**config.mk**
```make
export PLATFORM = sky130hd
export DESIGN_NAME = dpu_operand_loader
export DESIGN_NICKNAME = d
export VERILOG_FILES = /design/src/rtl/dpu_pkg.sv /design/src/rtl/dpu_operand_loader_btn_debounce.sv /design/src/rtl/dpu_operand_loader.sv
export SDC_FILE = /design/constraint.sdc
export NUM_CORES = 1
export LEC_CHECK = 0
export CORE_MARGIN = 2
export CORE_UTILIZATION = 50
export CTS_BUF_LIST = sky130_fd_sc_hd__clkbuf_8
export DETAILED_ROUTE_END_ITERATION = 7
export PLACE_DENSITY = 0.82
export SYNTH_ARGS = -nofsm -noshare
export SYNTH_HDL_FRONTEND = slang
export SYNTH_SLANG_ARGS = --single-unit
export TNS_END_PERCENT = 50
```
**constraint.sdc**
```tcl
create_clock -name clk -period 3.19 [get_ports clk]
set_clock_uncertainty 0.2 [all_clocks]
set_input_delay 0.7975 -clock clk [delete_from_list [all_inputs] [get_ports clk]]
set_output_delay 0.7975 -clock clk [all_outputs]
set_load 0.01 [all_outputs]
```
**src/rtl/dpu_pkg.sv**
```systemverilog
// Purpose : shared encodings and field layout for the DPU operand entry path.
// Latency : n/a (types, constants and a pure packing function only).
// Backpressure: n/a.
//
// Contents:
//   state_t        entry FSM state encoding (also driven out as the stage display)
//   AIN/BIN/OP_LSB bit positions of the operand fields inside the DPU data word
//   pack_din()     builds the DPU data word from the three operand registers
package dpu_pkg;

  localparam int DIN_W   = 16;
  localparam int NIB_W   = 4;
  localparam int AIN_LSB = 0;
  localparam int BIN_LSB = 4;
  localparam int OP_LSB  = 8;
  localparam int OP_W    = 3;

  // Encoding is visible on the stage output, so the values are fixed.
  typedef enum logic [1:0] {
    ST_A   = 2'b00,
    ST_B   = 2'b01,
    ST_OP  = 2'b10,
    ST_RUN = 2'b11
  } state_t;

  // Unused upper bits of the word are forced to zero.
  function automatic logic [DIN_W-1:0] pack_din(
    input logic [NIB_W-1:0] a,
    input logic [NIB_W-1:0] b,
    input logic [OP_W-1:0]  op
  );
    logic [DIN_W-1:0] w;
    w = '0;
    w[AIN_LSB +: NIB_W] = a;
    w[BIN_LSB +: NIB_W] = b;
    w[OP_LSB  +: OP_W]  = op;
    return w;
  endfunction

endpackage

```
**src/rtl/dpu_operand_loader_btn_debounce.sv**
```systemverilog
// Purpose : synchronise, debounce and edge-detect one raw push-button.
// Latency : raw edge -> pulse = 2 (sync) + DEB_CYCLES (debounce) + 1 (edge) cycles.
// Backpressure: none; one pulse per debounced press, held buttons do not repeat.
//
// Ports:
//   clk, rst_n  clock and synchronous active-low reset
//   btn_raw     asynchronous, bouncing button input
//   level       debounced button level (registered)
//   pulse       single-cycle pulse on each rising edge of level (registered)
module btn_debounce #(
  parameter int DEB_CYCLES = 16,
  parameter int CNT_W      = 5
) (
  input  logic clk,
  input  logic rst_n,
  input  logic btn_raw,
  output logic level,
  output logic pulse
);

  if (DEB_CYCLES < 2) begin : g_deb_min
    $error("btn_debounce: DEB_CYCLES must be at least 2");
  end
  if ((1 << CNT_W) <= DEB_CYCLES) begin : g_cnt_w
    $error("btn_debounce: CNT_W too narrow for DEB_CYCLES");
  end

  localparam logic [CNT_W-1:0] CNT_LAST = CNT_W'(DEB_CYCLES - 1);

  logic             sync1_q, sync1_d;
  logic             sync2_q, sync2_d;
  logic             level_q, level_d;
  logic             level_dly_q, level_dly_d;
  logic             pulse_q, pulse_d;
  logic [CNT_W-1:0] cnt_q, cnt_d;

  always_comb begin
    sync1_d     = btn_raw;
    sync2_d     = sync1_q;
    level_d     = level_q;
    cnt_d       = '0;
    level_dly_d = level_q;
    // Counter only advances across an unbroken run of disagreeing samples;
    // any agreeing sample (a bounce back) restarts the run.
    if (sync2_q != level_q) begin
      if (cnt_q == CNT_LAST) begin
        level_d = ~level_q;
      end else begin
        cnt_d = cnt_q + 1'b1;
      end
    end
    // Compare against the delayed copy so the pulse lands one cycle after
    // the level flop changes.
    pulse_d = level_q & ~level_dly_q;
  end

  always_ff @(posedge clk) begin
    if (!rst_n) begin
      sync1_q     <= 1'b0;
      sync2_q     <= 1'b0;
      level_q     <= 1'b0;
      level_dly_q <= 1'b0;
      pulse_q     <= 1'b0;
      cnt_q       <= '0;
    end else begin
      sync1_q     <= sync1_d;
      sync2_q     <= sync2_d;
      level_q     <= level_d;
      level_dly_q <= level_dly_d;
      pulse_q     <= pulse_d;
      cnt_q       <= cnt_d;
    end
  end

  assign level = level_q;
  assign pulse = pulse_q;

endmodule

```
**src/rtl/dpu_operand_loader.sv**
```systemverilog
// Purpose : sequenced operand entry (Ain, Bin, ALUop) feeding the DPU data input.
// Latency : raw press -> din/stage update = 2 + DEB_CYCLES + 1 + 1 cycles.
// Backpressure: none; ENTER wins over BACK when both pulse in the same cycle.
//
// Ports:
//   clk, rst_n           clock and synchronous active-low reset
//   sw[3:0]              operand nibble (static switches, not synchronised)
//   btn_enter, btn_back  raw bouncing push-buttons
//   din[15:0]            {5'b0, op[2:0], b[3:0], a[3:0]}, registered
//   din_valid            high while a full operand set is loaded (RUN)
//   stage[1:0]           current entry state for display
module dpu_operand_loader
  import dpu_pkg::*;
#(
  parameter int DEB_CYCLES = 16,
  parameter int CNT_W      = 5
) (
  input  logic             clk,
  input  logic             rst_n,
  input  logic [3:0]       sw,
  input  logic             btn_enter,
  input  logic             btn_back,
  output logic [DIN_W-1:0] din,
  output logic             din_valid,
  output logic [1:0]       stage
);

  logic enter_pulse;
  logic back_pulse;
  logic enter_level_unused;
  logic back_level_unused;

  btn_debounce #(
    .DEB_CYCLES (DEB_CYCLES),
    .CNT_W      (CNT_W)
  ) u_enter (
    .clk     (clk),
    .rst_n   (rst_n),
    .btn_raw (btn_enter),
    .level   (enter_level_unused),
    .pulse   (enter_pulse)
  );

  btn_debounce #(
    .DEB_CYCLES (DEB_CYCLES),
    .CNT_W      (CNT_W)
  ) u_back (
    .clk     (clk),
    .rst_n   (rst_n),
    .btn_raw (btn_back),
    .level   (back_level_unused),
    .pulse   (back_pulse)
  );

  state_t            state_q, state_d;
  logic [NIB_W-1:0]  a_q, a_d;
  logic [NIB_W-1:0]  b_q, b_d;
  logic [OP_W-1:0]   op_q, op_d;
  logic              valid_q, valid_d;

  always_comb begin
    state_d = state_q;
    a_d     = a_q;
    b_d     = b_q;
    op_d    = op_q;
    valid_d = valid_q;

    if (enter_pulse) begin
      // A coincident back pulse is deliberately discarded here.
      unique case (state_q)
        ST_A: begin
          a_d     = sw;
          state_d = ST_B;
        end
        ST_B: begin
          b_d     = sw;
          state_d = ST_OP;
        end
        ST_OP: begin
          op_d    = sw[OP_W-1:0];
          state_d = ST_RUN;
          valid_d = 1'b1;
        end
        ST_RUN: begin
          // Operands are kept; they are simply overwritten on the next pass.
          state_d = ST_A;
          valid_d = 1'b0;
        end
        default: state_d = ST_A;
      endcase
    end else if (back_pulse) begin
      unique case (state_q)
        ST_A:    state_d = ST_A;
        ST_B:    state_d = ST_A;
        ST_OP:   state_d = ST_B;
        ST_RUN: begin
          state_d = ST_OP;
          valid_d = 1'b0;
        end
        default: state_d = ST_A;
      endcase
    end
  end

  always_ff @(posedge clk) begin
    if (!rst_n) begin
      state_q <= ST_A;
      a_q     <= '0;
      b_q     <= '0;
      op_q    <= '0;
      valid_q <= 1'b0;
    end else begin
      state_q <= state_d;
      a_q     <= a_d;
      b_q     <= b_d;
      op_q    <= op_d;
      valid_q <= valid_d;
    end
  end

  // Pure wiring of flop outputs: no input reaches an output combinationally.
  assign din       = pack_din(a_q, b_q, op_q);
  assign din_valid = valid_q;
  assign stage     = state_q;

endmodule

```
Word level (Yosys, flattened, before mapping)
Index checks and enable logic that the tools add are counted.
{"block": "totals", "register_bits": 34, "in_bits": 8, "output_inout_bits": 19}
{"block": "op_classes", "n_addsub": 2, "eq_ne": 7, "muxes": 8, "n_bitwise": 9, "reduce_logical": 13}
{"cell": "adder 5 x 1 -> 5 bit, second input constant", "n": 2}
{"cell": "equality test 5 x 4 -> 1 bit, second input constant", "n": 2}
{"cell": "AND reduction 2 bit", "n": 5}
{"cell": "case mux 2 bit (4 select lines)", "n": 1}
{"cell": "NOT 1 bit", "n": 7}
{"cell": "case mux 2 bit (3 select lines)", "n": 1}
{"cell": "nonzero test 2 bit", "n": 3}
{"cell": "OR reduction 3 bit", "n": 2}
{"cell": "equality test 2 bit, second input constant", "n": 2}
{"cell": "two-way mux 2 bit", "n": 2}
{"cell": "two-way mux 1 bit", "n": 3}
{"cell": "AND reduction 3 bit", "n": 1}
{"cell": "AND 1 bit", "n": 2}
{"cell": "equality test 2 x 1 -> 1 bit, second input constant", "n": 1}
{"cell": "logical NOT 2 bit", "n": 1}
{"cell": "inequality test 1 bit", "n": 2}
{"cell": "case mux 1 bit (2 select lines)", "n": 1}
{"cell": "OR reduction 2 bit", "n": 1}

Logic depth before layout (Yosys ltp)
Gate-level depths: netlist of the first run.
{"block": "logic_depth", "word_depth": 5, "depth_mapped": 5}

By module
Synthesis of the first run repeated with hierarchy kept, for this count alone.
{"block": "hier_totals", "hier_cells": 140, "hier_area_um2": 1445.1}
{"module": "dpu_operand_loader", "n_inst": 1, "cells_each": 78, "area_per_inst_um2": 759.5, "seq_area_each_um2": 280.3}
{"module": "btn_debounce", "n_inst": 2, "cells_each": 31, "area_per_inst_um2": 342.8, "seq_area_each_um2": 200.2}

Worst setup path after synthesis of the first run
OpenSTA, ideal clock, no wires.
{"block": "synth_timing", "kind": "register to register", "from": "register u_enter.cnt_q[0]", "to": "register u_enter.cnt_q[2]", "setup_time_ns": 0.065, "arrival_time_ns": 1.196, "path_slack_ns": 1.729, "stages_incl_launch_ff": 6, "n_path_buf": 0, "synth_period_minus_slack_ns": 1.461, "cell_sequence": "dfxtp_1 -> ha_1 -> and3_1 -> ha_1 -> nand3b_1 -> nor2_1"}
{"block": "synth_via", "elab_chain_len": 2}
{"item": "start, declared", "line": "dpu_operand_loader_btn_debounce.sv:35", "source": "logic [CNT_W-1:0] cnt_q, cnt_d;"}
{"item": "start signal, assigned", "line": "dpu_operand_loader_btn_debounce.sv:71", "source": "cnt_q <= cnt_d;"}
{"item": "branches (longest 2 deep; another with adder 5 x 1 -> 5 bit)"}
Several ways; the timed one is not identified.
A chain may end at the register's enable or synchronous reset.

Worst setup path after layout of the first run
{"block": "layout_timing", "from": "register state_q[1] (netlist: stage[1])", "to": "output port stage[1]"}
{"item": "start, declared", "line": "dpu_operand_loader.sv:55", "source": "state_t state_q, state_d;"}
{"item": "start signal, assigned", "line": "dpu_operand_loader.sv:113", "source": "state_q <= state_d;"}
{"item": "end, declared", "line": "dpu_operand_loader.sv:25", "source": "output logic [1:0] stage"}
No word-level cell between the ends.

==> impl_metrics.py, run 1 <==
metrics = {
    "outcome": {
        "status": "finished clean",
    },
    "floorplan": {
        "die_area_mm2": 0.003115,
        "num_rows": 18,
        "start_util_pct": 53.70,
        "coreArea_mm2": 0.002500,
        "io_pins": 27,
        "die_w_um": 55.82,
        "die_h_um": 55.82,
    },
    "critical_path": {
        "cp_data_arrival_time_ps": 1260,
        "startpoint_type": "register",
        "slowest_stage": "clkdlybuf4s50_1",
        "path_cells": "clkdlybuf4s50_1",
        "path_buf_inv": 1,
        "crit_family": "buffers and inverters",
        "cp-end-kind": "output port",
        "crit_path_max_incr_delay_ps": 570,
        "cp.required_ps": 2190,
        "worst-setup-path-type": "register to output port",
        "critPathMaxFanout": 6,
    },
    "synth": {
        "yosys_warnings": 0,
        "synth-simple-area-share_pct": 19.01,
        "netlist_area_mm2": 0.001343,
        "synth_mux_area_share_pct": 2.237,
        "synth_cell_types": 26,
        "synth_xor_area_share_pct": 3.914,
        "ys_ff_latch": 34,
        "synth-seq-area-share_pct": 50.70,
        "synth_area_per_cell_um2": 9.729,
        "synth_area_leaders": "dfxtp_1, ha_1, a21boi_1, nand3_1, nand2_1",
        "synth_top_area_cell": "dfxtp_1",
        "synth_top_family_by_area": "simple AND/OR/NAND/NOR gates",
        "synth_compound_area_share_pct": 9.226,
        "synth_top_area_share_pct": 50.70,
        "synthAdderAreaFrac_pct": 8.388,
        "async_reset_ff_share_pct": 0,
        "synth-edff-count": 0,
        "synth_cells": 138,
        "synthFlopType": "dfxtp_1",
    },
    "drt": {
        "viasPerCell": 5.036,
        "ant_nets": 0,
        "vias": 972,
        "wl_um": 2157,
        "wire_per_inst_um": 11.18,
        "first_pass_iters": 4,
        "drc": 0,
        "drtIter0Drc": 19,
    },
    "timing": {
        "finalSetupViolCount": 0,
        "finalHoldViolCount": 0,
        "min_period_ps": 2262,
        "final.period_utilization_pct": 70.90,
        "worst_pin_slew_ps": 634.2,
        "relSlewSlack_pct": 57.59,
        "whs_ps": 188.3,
        "slew_violations": 0,
        "rsz0062_at_grt": "false",
        "setup_tns_ps": 0,
        "fmax_ghz": 0.4421,
    },
    "worst_hold_path": {
        "hp-class": "register to register",
    },
    "finish": {
        "fillers": 217,
        "nets": 179,
        "final_util_pct": 65.57,
        "drive_gt1_share_pct": 4.908,
        "final_cells": 193,
        "num_antenna_cells": 0,
        "syn_to_final_growth_pct": 22.09,
    },
    "cts": {
        "postCtsHoldBufs": 0,
        "numCtsBuffers": 5,
        "cts_setup_buffers": 0,
        "worstSkewPairLatency_ps": 280,
        "cts_root_buf": "clkbuf_8",
        "post_cts_resized": 0,
        "htree_num_levels": 2,
        "clockBufferDepth": 2,
        "cts_num_sinks": 34,
        "clk_pin_slew_ps": 60,
        "cts_tree": "built",
    },
    "global_route": {
        "track_usage_pct": 15.42,
        "gr-total-overflow": 0,
        "first_global_vias": 869,
        "grt_pass1_wl_um": 3657,
        "grt_max_degree": 25,
        "antenna_found_initial": 0,
    },
    "place": {
        "dp.cells": 185,
        "place_hpwl_um": 1628,
        "portBuffers": 21,
        "routabilityCongestion": 0.7839,
    },
    "power_and_ir_drop": {
        "p_total_mw": 0.7679,
        "powerDensity_mw_per_mm2": 468.5,
        "irDropWorstVdd_uv": 320.4,
        "p_switching_mw": 0.1575,
        "switching_share_pct": 20.51,
        "p_seq_share_pct": 55.9,
        "combPwrFrac_pct": 3.0,
        "clkPwrFrac_pct": 41.1,
        "p_leak_nw": 0.6242,
        "intPower_mw": 0.6104,
    },
    "job": {
        "drv_cap": 0,
    },
}
state kept, by name, summed over array words and instances (netlist names), 2 cells and up:
signal,cells
b_q,4
u_enter.cnt_q,5
u_back.cnt_q,5
stage,2
op_q,3
a_q,4
per-stage QoR:
step	area (um2)	setup WS, ps
2_1_floorplan	1358	1729
3_3_place_gp	1548	856.0
6_report	1639	928.2
4_1_cts	1639	913.2
3_5_place_dp	1548	745.8
5_1_grt	1639	871.8
layout by cell type, fill, tap and decap left out:
cell             instances
ha_1                     9
clkbuf_8                 6
o311a_1                  1
and3_1                   2
inv_2                    1
xor2_1                   4
nand3_1                 13
conb_1                   5
a21oi_1                  1
nand3b_1                 2
a21boi_0                 1
nand2_1                 15
nor2_1                  10
inv_1                    7
a21boi_1                10
dfxtp_1                 34
o21ai_0                  2
clkinv_2                 1
xnor2_1                  2
nor2b_1                  4
o211ai_1                 1
mux2i_1                  3
clkdlybuf4s50_1         21
and2_1                   7
o2bb2ai_1                1
cells by family (layout without fill, tap and decap cells):
kind of cell	after synthesis	after routing
other	1	5
AO/OA/AOI/OAI	17	17
buffers and inverters	15	36
XOR/XNOR	6	6
adder cells (fa/ha/maj)	9	9
flip-flops	34	34
AND/OR/NAND/NOR	53	53
multiplexers	3	3
per-layer routing:
metal	wire length (um)	GRT usage, %	vias to the layer above
met4	9	8.163	0
met2	1129	26.19	27
li1	-	-	493
met1	879	15.42	450
met5	0	0	-
met3	139	7.674	2
Yosys cell counts, types with 3 or more instances:
| library cell | number |
|---|---|
| inv_1 | 6 |
| nand2_1 | 15 |
| nor2_1 | 10 |
| nand3_1 | 13 |
| a21boi_1 | 10 |
| xor2_1 | 4 |
| nor2b_1 | 4 |
| mux2i_1 | 3 |
| ha_1 | 9 |
| and2_1 | 7 |
| dfxtp_1 | 34 |
| buf_4 | 5 |
worst paths after layout:
path,start,to,slack (ps),cells after the start
worst max-delay path,stage[1]$_SDFFE_PN0P_,stage[1],930,1
worst min-delay path,u_back.level_dly_q$_SDFF_PN0_,u_back.pulse$_SDFF_PN0_,190,1
worst max register to register,u_enter.cnt_q[0]$_SDFF_PP0_,u_enter.cnt_q[1]$_SDFF_PP0_,1580,5
worst min register to register,u_back.level_dly_q$_SDFF_PN0_,u_back.pulse$_SDFF_PN0_,190,1
area by class of cell:
| cell class | instances | area (um2) | share of cell area, % |
|---|---|---|---|
| Tap cell | 30 | 37.54 | 2.290 |
| Clock buffer | 6 | 82.58 | 5.038 |
| Clock inverter | 2 | 8.758 | 0.5344 |
| Multi-Input combinational cell | 93 | 593.1 | 36.18 |
| Timing Repair Buffer | 21 | 210.2 | 12.82 |
| Inverter | 7 | 26.28 | 1.603 |
| Sequential cell | 34 | 680.7 | 41.53 |
power by group through the flow:
stage          sequential, mW  clock [mW]  combinational [mW]
2_1_floorplan           0.438           0              0.0157
3_3_place_gp            0.438           0              0.0223
3_5_place_dp            0.439           0              0.0228
4_1_cts                 0.429       0.325              0.0229
5_1_grt                 0.429       0.344              0.0253
6_report                0.429       0.316              0.0228
(Power assumes the default switching activity.)
==> run 2: changes to the inputs <==
==> constraint.sdc (replaced) <==
create_clock -name clk -period 2.12 [get_ports clk]
set_clock_uncertainty 0.2 [all_clocks]
set_input_delay 0.53 -clock clk [delete_from_list [all_inputs] [get_ports clk]]
set_output_delay 0.53 -clock clk [all_outputs]
set_load 0.01 [all_outputs]
==> run 2 against run 1 <==
  * Combinational power up 58%
  * Sequential share of layout area decreased by 0.28 points
  * Design area rose by 0.69%
  * Worst hold slack worse by 6.6 ps
  * Clock power increased by 53%
  * Setup slack got worse by 830 ps
  * Cell count up 0.52%
  * First-iteration DRC count is 53% lower
  * Critical path depth is the same
  * Critical endpoint unchanged
==> impl_metrics.py, run 2 (synthesis results as in run 1) <==
metrics = {
    "drt": {
        "ant_nets": 0,
        "viasPerCell": 4.933,
        "wl_um": 2206,
        "wl_met2_um": 1068,
        "wire_per_inst_um": 11.37,
        "met1Wirelength_um": 963,
        "first_pass_iters": 4,
        "vias": 957,
        "dr.max_layer_used": "met4",
        "drtIter0Drc": 9,
        "drc": 0,
        "wl_met3_um": 125,
    },
    "power_and_ir_drop": {
        "p_total_mw": 1.165,
        "powerDensity_mw_per_mm2": 706.2,
        "p_leak_nw": 0.6238,
        "irDropWorstVdd_uv": 559.1,
    },
    "place": {
        "routabilityCongestion": 0.8229,
        "place_hpwl_um": 1640,
        "place_worst_setup_slack_ps": 105.1,
        "portBuffers": 21,
    },
    "finish": {
        "layout_common_cells": "dfxtp_1, clkdlybuf4s50_1, nand2_1",
        "register_area_um2": 680.7,
        "drive_gt1_share_pct": 6.098,
        "nets": 180,
        "top_regs": "u_back.cnt_q (5), u_enter.cnt_q (5)",
        "num_antenna_cells": 0,
        "multiInputGateArea_um2": 593.1,
        "fillers": 207,
        "syn_to_final_growth_pct": 22.93,
        "final_common_cell": "dfxtp_1",
    },
    "cts": {
        "cts_root_buf": "clkbuf_8",
        "numCtsBuffers": 5,
        "clk_pin_slew_ps": 70,
        "cts_setup_buffers": 0,
        "post_cts_resized": 0,
        "cts_num_sinks": 34,
        "worstSkewPairLatency_ps": 290,
        "cts_tree": "built",
        "clockBufferDepth": 2,
        "htree_num_levels": 2,
        "postCtsHoldBufs": 0,
    },
    "critical_path": {
        "crit_family": "buffers and inverters",
        "cp.required_ps": 1390,
        "worst-setup-path-type": "register to output port",
        "cp_data_arrival_time_ps": 1290,
        "critPathMaxFanout": 6,
        "path_buf_inv": 1,
        "path_cells": "clkdlybuf4s50_1",
        "slowest_stage": "clkdlybuf4s50_1",
        "cp-end-kind": "output port",
        "crit_path_max_incr_delay_ps": 570,
        "startpoint_type": "register",
    },
    "timing": {
        "setup_tns_ps": 0,
        "relSlewSlack_pct": 66.32,
        "finalHoldViolCount": 0,
        "fmax_ghz": 0.4952,
        "finalSetupViolCount": 0,
        "final.period_utilization_pct": 95.26,
        "worst_slack_ps": 100.6,
        "rsz0062_at_grt": "false",
        "min_period_ps": 2019,
        "slew_violations": 0,
        "worst_pin_slew_ps": 504.6,
    },
    "floorplan": {
        "io_pins": 27,
        "die_w_um": 55.82,
        "coreArea_mm2": 0.002500,
        "die_area_mm2": 0.003115,
        "start_util_pct": 53.70,
        "die_h_um": 55.82,
        "num_rows": 18,
    },
    "global_route": {
        "first_global_vias": 883,
        "antenna_found_initial": 0,
        "grt_max_degree": 18,
        "grt_pass1_wl_um": 3746,
        "track_usage_pct": 15.60,
        "gr-total-overflow": 0,
    },
    "worst_hold_path": {
        "hp-class": "register to register",
    },
    "job": {
        "drv_cap": 0,
    },
    "outcome": {
        "status": "finished clean",
    },
}
[run 2: cell types whose count changed in the layout (fill, tap and decap cells not counted)]
cell        before  now
buf_4            0    1
inv_1            7    6
clkinvlp_4       0    1
[run 2: layer usage]
layer  GRT usage (%)  vias up
met1           16.99      434
met2           26.19       24
li1                -      493
met4           9.184        0
met5               0        -
met3           5.349        6
[run 2: path summary, 6_finish.rpt]
kind                                               startpoint                           to  slack [ps]  depth (start not counted)
worst max-delay path                    stage[1]$_SDFFE_PN0P_                     stage[1]         100                          1
worst max register to register    u_enter.cnt_q[0]$_SDFF_PP0_  u_enter.cnt_q[1]$_SDFF_PP0_         520                          5
worst min register to register  u_back.level_dly_q$_SDFF_PN0_      u_back.pulse$_SDFF_PN0_         180                          1
worst min-delay path            u_back.level_dly_q$_SDFF_PN0_      u_back.pulse$_SDFF_PN0_         180                          1
[run 2: power by group]
group / switching (mW) / internal, mW
clock: 0.223 / 0.260
sequential: 0.00224 / 0.643
combinational: 0.0166 / 0.0193
total: 0.242 / 0.923
[run 2: area by class of cell]
type                       count  area share, %
tap                           30          2.274
sequential                    34          41.24
inverter                       7          1.592
multi-input combinational     93          35.94
clock inverter                 2         0.7582
clock buffer                   6          5.004
timing repair buffer          22          13.19
[run 2: per-stage QoR]
stage | utilization, % | cell area [um2] | hold slack, ps | cells
final | 66.02 | 1650 | 181.7 | 194
after global routing | 66.02 | 1650 | 195.2 | 194
after CTS | 66.02 | 1650 | 182.3 | 194
after detailed placement | 62.21 | 1555 | 172.8 | 186
after global placement | 62.21 | 1555 | 172.1 | 186
after floorplan | - | 1358 | 167.4 | 142
